$ cat src/rtl/regfile_8x16_pkg.sv
// regfile_8x16_pkg: shared register-file constants and register-address type
package regfile_8x16_pkg;
    localparam int RF_DATA_W = 16;
    localparam int RF_DEPTH  = 8;
    localparam int RF_ADDR_W = 3;
    typedef logic [RF_ADDR_W-1:0] rf_addr_t;
endpackage

$ cat src/rtl/mux8to1_16.sv
// mux8to1_16: 16-bit 8:1 mux, select bits s0..s2 LSB first
module mux8to1_16
    import regfile_8x16_pkg::*;
(
    input  logic [RF_DATA_W-1:0] d0,
    input  logic [RF_DATA_W-1:0] d1,
    input  logic [RF_DATA_W-1:0] d2,
    input  logic [RF_DATA_W-1:0] d3,
    input  logic [RF_DATA_W-1:0] d4,
    input  logic [RF_DATA_W-1:0] d5,
    input  logic [RF_DATA_W-1:0] d6,
    input  logic [RF_DATA_W-1:0] d7,
    input  logic                 s0,
    input  logic                 s1,
    input  logic                 s2,
    output logic [RF_DATA_W-1:0] y
);
    assign y = s2 ? (s1 ? (s0 ? d7 : d6) : (s0 ? d5 : d4))
                  : (s1 ? (s0 ? d3 : d2) : (s0 ? d1 : d0));
endmodule

$ cat src/rtl/reg16_en.sv
// reg16_en: 16-bit register with enable and asynchronous active-high reset
module reg16_en
    import regfile_8x16_pkg::*;
(
    input  logic                 clk,
    input  logic                 rst,
    input  logic                 en,
    input  logic [RF_DATA_W-1:0] d,
    output logic [RF_DATA_W-1:0] q
);
    always_ff @(posedge clk or posedge rst)
        if (rst) q <= '0;
        else if (en) q <= d;
endmodule

$ cat src/rtl/regfile_8x16.sv
// regfile_8x16: 8x16 register file, one write port, two registered read ports with write-first bypass
module regfile_8x16
    import regfile_8x16_pkg::*;
#(
    parameter int DATA_W  = RF_DATA_W,
    parameter int DEPTH   = RF_DEPTH,
    parameter int R0_ZERO = 0
) (
    input  logic                 clk,
    input  logic                 rst,
    input  logic                 we,
    input  logic [RF_ADDR_W-1:0] waddr,
    input  logic [DATA_W-1:0]    wdata,
    input  logic                 rd_en,
    input  logic [RF_ADDR_W-1:0] ra_addr,
    input  logic [RF_ADDR_W-1:0] rb_addr,
    output logic [DATA_W-1:0]    ra_data,
    output logic [DATA_W-1:0]    rb_data,
    output logic                 rd_valid
);
    logic [DEPTH-1:0]  wsel;
    logic [DATA_W-1:0] rf [DEPTH];
    logic [DATA_W-1:0] ma, mb, a_d, b_d;
    logic              zero_a, zero_b;

    assign wsel = we ? ((DEPTH'(1) << waddr) & {{(DEPTH-1){1'b1}}, R0_ZERO == 0}) : '0;

    genvar i;
    generate
        for (i = 0; i < DEPTH; i++) begin : g_reg
            reg16_en u_reg (.clk(clk), .rst(rst), .en(wsel[i]), .d(wdata), .q(rf[i]));
        end
    endgenerate

    mux8to1_16 u_mux_a (
        .d0(rf[0]), .d1(rf[1]), .d2(rf[2]), .d3(rf[3]),
        .d4(rf[4]), .d5(rf[5]), .d6(rf[6]), .d7(rf[7]),
        .s0(ra_addr[0]), .s1(ra_addr[1]), .s2(ra_addr[2]), .y(ma)
    );
    mux8to1_16 u_mux_b (
        .d0(rf[0]), .d1(rf[1]), .d2(rf[2]), .d3(rf[3]),
        .d4(rf[4]), .d5(rf[5]), .d6(rf[6]), .d7(rf[7]),
        .s0(rb_addr[0]), .s1(rb_addr[1]), .s2(rb_addr[2]), .y(mb)
    );

    // a hardwired R0 wins over the bypass so a dropped write never leaks out
    assign zero_a = (R0_ZERO != 0) && (ra_addr == '0);
    assign zero_b = (R0_ZERO != 0) && (rb_addr == '0);
    assign a_d = zero_a ? '0 : (we && ra_addr == waddr) ? wdata : ma;
    assign b_d = zero_b ? '0 : (we && rb_addr == waddr) ? wdata : mb;

    reg16_en u_out_a (.clk(clk), .rst(rst), .en(rd_en), .d(a_d), .q(ra_data));
    reg16_en u_out_b (.clk(clk), .rst(rst), .en(rd_en), .d(b_d), .q(rb_data));

    always_ff @(posedge clk or posedge rst)
        if (rst) rd_valid <= 1'b0;
        else rd_valid <= rd_en;
endmodule

$ cat config.mk
export PLATFORM = sky130hd
export DESIGN_NAME = regfile_8x16
export DESIGN_NICKNAME = d
export VERILOG_FILES = /design/src/rtl/regfile_8x16_pkg.sv /design/src/rtl/mux8to1_16.sv /design/src/rtl/reg16_en.sv /design/src/rtl/regfile_8x16.sv
export SDC_FILE = /design/constraint.sdc
export NUM_CORES = 1
export LEC_CHECK = 0
export ABC_AREA = 1
export CAP_MARGIN = 0
export CORE_UTILIZATION = 54
export DETAILED_ROUTE_END_ITERATION = 8
export GPL_TIMING_DRIVEN = 0
export PLACE_DENSITY_LB_ADDON = 0.12
export SLEW_MARGIN = 20
export SYNTH_ARGS = -nofsm -noshare
export SYNTH_HDL_FRONTEND = slang
export SYNTH_SLANG_ARGS = --single-unit
$ cat constraint.sdc
create_clock -name clk -period 4.7 [get_ports clk]
set_input_delay 0.705 -clock clk [delete_from_list [all_inputs] [get_ports clk]]
set_output_delay 0.705 -clock clk [all_outputs]
set_load 0.05 [all_outputs]
==> impl_results.md <==
* Status: finished clean
* Ports at 62
* Vias/cell at 5.745
* CP cell instances: clkdlybuf4s50_1
* Fin Clk Skew at 0.008181 ns
* Die ar. at 0.01703 sq mm
* Setup CP Type: flip-flop to output port
* Crit-path max cell delay at 0.81 ns
* Layout Utilization at 65.00%
* Post-Synthesis Cells at 1287
* Final Non-Filler Cells at 1594
* Slew margin rel. at 49.21%
* Fin nets at 1396
* Fraction of registers with async set/reset at 100.0%
* Root Buffer: clkbuf_16
* Synth area leaders: dfrtp_1 45%, nand2_1 20%, nand3_1 13%
* Die height at 130.5 um
* Final instance area at 0.01040 sq mm
* Initial antenna violation count at 0
* Switching pwr at 1.487 mW
* CP endpoint kind: output port
* GRT Resource Usage Total at 37.47%
* Setup violators final at 0
* DRC viols at 0
* Antenna cell count at 0
* Post-synth top area share at 45.19%
* DR pass1 iterations at 6
* Final Hold Violating Endpoints at 0
* Place WS at 2.157 ns
* DRT iter0 DRCs at 1069
* Worst path slowest cell: clkdlybuf4s50_1
* Fin. max-slew vios at 0
* Prevailing post-synth register cell: dfrtp_1
* FMAX at 431.4 MHz
* Synth top cells by count: 476 x nand2_1, 232 x nand3_1, 161 x dfrtp_1
* Die width at 130.5 um
* Peak supply drop at 0.2826 mV
* RSZ-0062 raised after global routing: no
* Dpl hpwl at 21.98 mm
* Later-pin clock latency in the skew report at 0.44 ns
* Fin crit share at 49.31%
* Port Buffers at 57
* Crit-path leading delay family: buffers and inverters
* Most frequent cell after synthesis: nand2_1
* Number of synthesized flops with an enable pin at 0
* CTS clock-pin slew for the worst setup and hold paths at 0.06 ns
* Initial core utilization at 55.72%
* Post-Syn Nets at 1316
* Post-place instance area at 0.009839 sq mm
* H-tree levels at 4
* Post-Syn Area per Cell at 6.927 sq um
* Max-cap violations at 0
* Synth Cell Area at 0.008915 sq mm
* Yosys top cell by area: dfrtp_1
* Clock power frac at 31.8%
* Crit-path max FO at 2
* Hold WC Path Type: flip-flop to flip-flop
* Post-synth cell types at 24
* Core Rows at 46
* Synthesis-to-layout area growth at 16.66%
* Combinational share of power at 25.8%
* Clock Path Buffers at 2
* Power share of the sequential group at 42.4%
* WP data required at 3.99 ns
* Minimum clock period at 2.318 ns
* Vias in the first global route at 8181
* Synthesized flop and latch total at 161
* DR vias at 9157
* Clock sinks at 161
* First-pass GRT wire length at 46.42 mm
* WP data arrival at 1.61 ns
* Post_cts resized at 0
* Core footprint at 0.01600 sq mm
* Leakage at 5.198 nW
* Placed insts at 1564
* YS warnings at 0
* Post-DRT Antenna Nets at 0
* Worst hold slack at 0.4833 ns
* Register area share after synthesis at 45.19%
* Largest net degree at the start of global routing at 36
* RePlAce Congestion at 0.9590
* Total Power at 4.288 mW
* Setup Buffers After CTS at 0
* CTS tree: built
* Power Density at 412.3 mW/mm^2
* Cts bufs inserted at 17
* Int Pwr at 2.800 mW
* Sw Ratio at 34.69%
* Setup WS post-layout at 2.382 ns
* Share of layout cells above drive strength 1 at 7.547%
* GRT overflow at 0
* Setup TNS at 0 ns
* Final wirelength at 30.45 mm
* Buffers and inverters on the worst path at 1
* # hold bufs at CTS at 0
* Crit start category: flip-flop
* Drt wl/cell at 19.11 um
* Actual slew at the worst max-slew pin at 0.7603 ns
## metal layers
layer	vias to the layer above	GRT usage [%]	wire length [um]
met5	-	0	0
met4	0	14.54	835
met3	66	9.283	3557
met2	555	56.71	13660
met1	4269	51.82	12410
li1	4267	-	-
## power by group through the flow
stage | Clock [mW] | Combinational (mW) | Sequential, mW
2_1_floorplan | 0 | 0.599 | 1.95
3_3_place_gp | 0 | 1.05 | 1.83
3_5_place_dp | 0 | 1.08 | 1.83
4_1_cts | 1.36 | 1.09 | 1.81
5_1_grt | 1.42 | 1.22 | 1.84
6_report | 1.36 | 1.10 | 1.82
## flip-flops by register name (all words and copies together) (netlist names)
signal	cells
rd_valid	1
g.u_reg.q	128
u_out_b.q	16
u_out_a.q	16
## cell families after synthesis
family	Yosys count	share of synthesized area [%]
AO/OA/AOI/OAI	160	9.151
flip-flops	161	45.19
buffers and inverters	205	9.558
AND/OR/NAND/NOR	761	36.10
## path summary, 6_finish.rpt
| check | startpoint | end | slack (ns) | cells past startpoint |
|---|---|---|---|---|
| worst max-delay path | u_out_b.q[12] | rb_data[12] | 2.38 | 1 |
| worst min-delay path | g_reg[1].u_reg.q[15] | g_reg[1].u_reg.q[15] | 0.48 | 2 |
| worst max register to register | g_reg[2].u_reg.q[5] | u_out_a.q[5] | 3.53 | 6 |
| worst min register to register | g_reg[1].u_reg.q[15] | g_reg[1].u_reg.q[15] | 0.48 | 2 |
| max in group asynchronous | rst | g_reg[1].u_reg.q[9] | 3.08 | 4 |
| min in group asynchronous | rst | u_out_b.q[8] | 0.75 | 2 |
## placed cells by master (no fill, tap or decap)
master,netlist,final
buf_2,41,41
nand2_1,476,476
clkbuf_1,33,36
clkdlybuf4s50_1,0,57
o21ai_0,123,123
clkinvlp_4,0,4
nor2_8,1,1
buf_1,4,4
nand2_2,5,5
clkinv_1,5,5
inv_6,0,1
inv_1,108,107
nand3_2,3,3
nor2_1,40,40
a21oi_1,17,17
nor2_2,1,1
a21oi_2,4,4
clkinv_4,1,2
buf_12,0,4
buf_4,3,3
inv_2,8,8
nor2_4,1,1
buf_6,2,2
clkbuf_16,0,17
clkbuf_8,0,1
nand2_4,1,1
nand3_1,232,232
nor3_2,1,1
dfrtp_1,161,161
o21ai_1,16,16
bufinv_16,0,2
clkinv_2,0,2
## area by class of cell
| type | count | area (sq um) |
|---|---|---|
| plain buffers | 83 | 389.1 |
| repair buffers | 61 | 650.6 |
| multi-input cells | 921 | 4034 |
| fillers | 1499 | 5600 |
| clock buffers | 21 | 450.4 |
| well taps | 216 | 270.3 |
| inverters | 122 | 466.7 |
| clock inverters | 9 | 110.1 |
| flip-flops and latches | 161 | 4029 |
No activity file was read; power rests on OpenSTA's default activity.
